[src/rtl/counter_pkg.sv]
// Shared types for the modulo counter block.
// Latency: n/a (types only).
// Backpressure: n/a.
package counter_pkg;

    typedef enum logic {
        CNT_WRAP     = 1'b0,
        CNT_SATURATE = 1'b1
    } cnt_mode_e;

endpackage

[src/rtl/tick_gen.sv]
// Prescaler: raises tick once every PRESCALE enabled cycles.
// Latency: combinational tick from the registered prescale count.
// Backpressure: enable low freezes the prescaler; restart forces it to 0.
module tick_gen #(
    parameter int PRESCALE = 1
) (
    input  logic clk,
    input  logic rst_n,
    input  logic enable,
    input  logic restart,
    output logic tick
);

    localparam int PW = (PRESCALE > 1) ? $clog2(PRESCALE) : 1;
    localparam logic [PW-1:0] LAST = PW'(PRESCALE - 1);

    generate
        if (PRESCALE < 1 || PRESCALE > 65535) begin : g_bad_prescale
            $error("tick_gen: PRESCALE must be in 1..65535");
        end
    endgenerate

    logic [PW-1:0] cnt_q;
    logic [PW-1:0] cnt_d;

    // With PRESCALE == 1, LAST is 0 and cnt_q never leaves 0, so tick == enable.
    assign tick = enable && (cnt_q == LAST);

    always_comb begin
        cnt_d = cnt_q;
        if (restart) begin
            cnt_d = '0;
        end else if (enable) begin
            cnt_d = tick ? '0 : cnt_q + PW'(1);
        end
    end

    always_ff @(posedge clk or negedge rst_n) begin
        if (!rst_n) begin
            cnt_q <= '0;
        end else begin
            cnt_q <= cnt_d;
        end
    end

endmodule

[src/rtl/mod_counter.sv]
// Up/down modulo counter with prescaler, clear/load, wrap or saturate at bounds.
// Latency: count and tc registered (1 cycle); at_zero/at_max combinational.
// Backpressure: enable low holds count and prescaler; clear > load > step.
module mod_counter
    import counter_pkg::*;
#(
    parameter int        DATA_WIDTH = 8,
    parameter int        MAX_VALUE  = 2**DATA_WIDTH - 1,
    parameter int        PRESCALE   = 1,
    parameter cnt_mode_e MODE       = CNT_WRAP
) (
    input  logic                  clk,
    input  logic                  rst_n,
    input  logic                  enable,
    input  logic                  up_dn,
    input  logic                  clear,
    input  logic                  load,
    input  logic [DATA_WIDTH-1:0] load_value,
    output logic [DATA_WIDTH-1:0] count,
    output logic                  at_zero,
    output logic                  at_max,
    output logic                  tc
);

    generate
        if (MAX_VALUE < 0 || (MAX_VALUE >> DATA_WIDTH) != 0) begin : g_bad_max
            $error("mod_counter: MAX_VALUE must fit in DATA_WIDTH bits");
        end
        if (PRESCALE < 1) begin : g_bad_prescale
            $error("mod_counter: PRESCALE must be at least 1");
        end
    endgenerate

    localparam logic [DATA_WIDTH-1:0] MAXV = DATA_WIDTH'(MAX_VALUE);

    logic [DATA_WIDTH-1:0] count_q;
    logic [DATA_WIDTH-1:0] count_d;
    logic                  tc_q;
    logic                  tc_d;
    logic                  tick;
    logic                  restart;

    assign restart = clear | load;

    tick_gen #(
        .PRESCALE (PRESCALE)
    ) u_tick_gen (
        .clk     (clk),
        .rst_n   (rst_n),
        .enable  (enable),
        .restart (restart),
        .tick    (tick)
    );

    assign count   = count_q;
    assign at_zero = (count_q == '0);
    assign at_max  = (count_q == MAXV);
    assign tc      = tc_q;

    always_comb begin
        count_d = count_q;
        tc_d    = 1'b0;
        if (clear) begin
            count_d = '0;
        end else if (load) begin
            count_d = (load_value > MAXV) ? MAXV : load_value;
        end else if (tick) begin
            // Boundary steps never go through the adder, so a short MAX_VALUE
            // cannot be overrun.
            if (up_dn) begin
                if (at_max) begin
                    tc_d    = 1'b1;
                    count_d = (MODE == CNT_WRAP) ? '0 : count_q;
                end else begin
                    count_d = count_q + DATA_WIDTH'(1);
                end
            end else begin
                if (at_zero) begin
                    tc_d    = 1'b1;
                    count_d = (MODE == CNT_WRAP) ? MAXV : count_q;
                end else begin
                    count_d = count_q - DATA_WIDTH'(1);
                end
            end
        end
    end

    always_ff @(posedge clk or negedge rst_n) begin
        if (!rst_n) begin
            count_q <= '0;
            tc_q    <= 1'b0;
        end else begin
            count_q <= count_d;
            tc_q    <= tc_d;
        end
    end

endmodule

[config.mk]
export PLATFORM = sky130hd
export DESIGN_NAME = mod_counter
export DESIGN_NICKNAME = d
export VERILOG_FILES = /design/src/rtl/counter_pkg.sv /design/src/rtl/tick_gen.sv /design/src/rtl/mod_counter.sv
export SDC_FILE = /design/constraint.sdc
export NUM_CORES = 1
export LEC_CHECK = 0
export BUFFER_PORTS_ARGS = -buffer_cell sky130_fd_sc_hd__buf_2
export CORE_MARGIN = 1.5
export CORE_UTILIZATION = 42
export DETAILED_ROUTE_END_ITERATION = 6
export PLACE_DENSITY = 0.65
export SETUP_SLACK_MARGIN = 0.5
export SYNTH_ARGS = -nofsm -noshare
export SYNTH_HDL_FRONTEND = slang
export SYNTH_SLANG_ARGS = --single-unit
[constraint.sdc]
create_clock -name clk -period 5.1 [get_ports clk]
set_input_delay 1.275 -clock clk [delete_from_list [all_inputs] [get_ports clk]]
set_output_delay 1.275 -clock clk [all_outputs]
set_load 0.02 [all_outputs]
==> results.sh <==
export IMPL_die_x_um=50.18
export IMPL_synth_top_area_share_pct=26.77
export IMPL_fin_crit_sh_pct=61.11
export IMPL_numCtsBuffers=3
export IMPL_start_kind="flip-flop"
export IMPL_post_route_cells_drive_above_1_share_pct=25.60
export IMPL_rsz0062_at_grt="no"
export IMPL_p_comb_share_pct=34.2
export IMPL_rows=16
export IMPL_drt_wirelength_per_cell_um=16.17
export IMPL_ys_flop_type="dfrtp_1"
export IMPL_ys_seq_elements=10
export IMPL_clkPwrFrac_pct=24.0
export IMPL_syn_to_final_growth_pct=12.32
export IMPL_wl_um=2458
export IMPL_slew_violations=0
export IMPL_powerDensity_mw_per_mm2=225.2
export IMPL_fin_skew_ns=0.003604
export IMPL_nFillCells=210
export IMPL_whs_ns=0.5728
export IMPL_post_place_ws_ns=2.295
export IMPL_htree_levels=1
export IMPL_coreArea_mm2=0.002022
export IMPL_tightest_slew_ns=0.5034
export IMPL_yosys_top_cells_area="dfrtp_1, a21oi_1, ha_1, nor3b_1, xnor2_1"
export IMPL_ctsResizeCount=0
export IMPL_yosys_warnings=0
export IMPL_p_seq_share_pct=41.9
export IMPL_grt_overflow=0
export IMPL_clock_fmax_ghz=0.3209
export IMPL_gp_congestion=0.8291
export IMPL_p_sw_w=0.00009021
export IMPL_slew_headroom_pct=66.37
export IMPL_cts_clk_slew_worst_paths_ns=0.06
export IMPL_nets=144
export IMPL_via_per_inst=6.000
export IMPL_swShare_pct=38.15
export IMPL_synth_common_cells="dfrtp_1, a21oi_1, nor2_1, nor3_1, nor3b_1"
export IMPL_syn_area_per_cell_um2=8.575
export IMPL_antenna_found_initial=0
export IMPL_hold_viol_final=0
export IMPL_vias=912
export IMPL_multi_input_area_um2=608.1
export IMPL_synth_area_um2=934.6
export IMPL_path_class="reg -> out"
export IMPL_status="complete, no violations"
export IMPL_clkLatencyLatePin_ns=0.27
export IMPL_synthCells=109
export IMPL_cts_setup_buffers=0
export IMPL_synth_fp_nets=126
export IMPL_worst_slack_ns=1.983
export IMPL_worstPathMaxFanout=9
export IMPL_setup_violations_final=0
export IMPL_cts_max_path_buffers=2
export IMPL_grt_max_degree=20
export IMPL_root_buffer="clkbuf_4"
export IMPL_design_power_total_w=0.0002364
export IMPL_antenna_cells=0
export IMPL_intPower_w=0.0001462
export IMPL_finalSetupTns_ns=0
export IMPL_ioPinCount=25
export IMPL_fp_dieH_um=50.18
export IMPL_synthDistinctLibCells=46
export IMPL_async_flop_share_pct=100.0
export IMPL_initial_core_util_pct=46.23
export IMPL_hpwl_um=1750
export IMPL_cts_tree="built"
export IMPL_numPortBuffers=24
export IMPL_cp_required_ns=3.83
export IMPL_cp_end_kind="output port"
export IMPL_synth_edff_count=0
export IMPL_grt_use_total_pct=21.20
export IMPL_hold_path_class="reg -> reg"
export IMPL_route_detailed_drc=0
export IMPL_period_needed_ns=3.117
export IMPL_cts_sinks=10
export IMPL_ir_drop_mv=0.1382
export IMPL_firstDrtPassIters=4
export IMPL_yosysMostFrequentCell="dfrtp_1"
export IMPL_die_area_mm2=0.002518
export IMPL_ant_nets=0
export IMPL_synth_area_leader_cell="dfrtp_1"
export IMPL_arrival_ns=1.84
export IMPL_maxCapViolations=0
export IMPL_grt_pass1_vias=801
export IMPL_grt_pass1_wl_um=3939
export IMPL_drt_iter0_markers=32
export IMPL_seqCellArea_um2=250.2
export IMPL_holdBufCountCts=0
export IMPL_yosysSeqAreaShare_pct=26.77
export IMPL_p_leak_nw=0.4446
==> area by class of cell <==
type,count,area share [%]
Multi-Input combinational cell,84,57.93
Sequential cell,10,23.84
Timing Repair Buffer,24,11.44
Tap cell,27,3.218
Clock buffer,3,2.145
Inverter,4,1.430
==> worst max-delay path, cell delays in order (launching register included) <==
cell and delay (ns):
dfrtp_1 0.47, inv_1 0.16, ha_1 0.19, or3b_2 0.46
nor2_1 0.12, buf_2 0.17
==> final timing paths <==
kind	depth (start not counted)	slack, ns	endpoint	start
setup / recovery	5	1.98	at_zero	count[0]
hold / removal	1	0.57	u_tick_gen.cnt_q	u_tick_gen.cnt_q
setup reg to reg	6	2.95	count[4]	count[0]
hold reg to reg	1	0.57	u_tick_gen.cnt_q	u_tick_gen.cnt_q
max in group asynchronous	1	4.03	count[7]	rst_n
min in group asynchronous	1	0.86	count[2]	rst_n
==> power groups by stage <==
stage	sequential [W]	clock, W	combinational (W)
2_1_floorplan	0.0000979	0	0.0000606
3_3_place_gp	0.0000992	0	0.0000776
3_5_place_dp	0.000100	0	0.0000801
4_1_cts	0.0000985	0.0000593	0.0000804
5_1_grt	0.000100	0.0000637	0.0000881
6_report	0.0000990	0.0000566	0.0000807
==> registers in the layout (all words and copies together) (netlist names) <==
name              flops
count                 8
tc                    1
u_tick_gen.cnt_q      1
==> logic make-up after synthesis <==
| group | share of synthesized area, % |
|---|---|
| muxes | 1.071 |
| adders and majority gates | 4.016 |
| buffers and inverters | 8.165 |
| xor gates and xnor gates | 7.496 |
| AOI/OAI and AO/OA | 26.91 |
| and+or+nand+nor | 25.57 |
| DFF | 26.77 |
==> through the flow <==
stage / utilization, % / cells / instance area [um^2]
floorplan: - / 109 / 934.6
global placement: 50.80 / 149 / 1027
detailed placement: 50.80 / 149 / 1027
CTS: 51.92 / 152 / 1050
global route: 51.92 / 152 / 1050
finish: 51.92 / 152 / 1050
==> routing by layer <==
layer	vias to the layer above	track usage, %	part of all wire (%)
met3	4	6.250	5.3
met5	-	0	0
met1	433	27.85	45
met2	24	33.77	48
met4	0	5.556	1.1
li1	451	-	-
==> layout by cell type, fill, tap and decap left out, types with 4 or more instances in the layout <==
master	Yosys	routed
inv_1	4	4
nand2_1	4	4
a21oi_1	9	9
xnor2_1	4	4
nor3_1	5	5
dfrtp_1	10	10
xor2_1	4	4
nor2_1	7	7
nor3b_1	5	5
buf_2	4	24
Power figures use the tool's default switching activity.
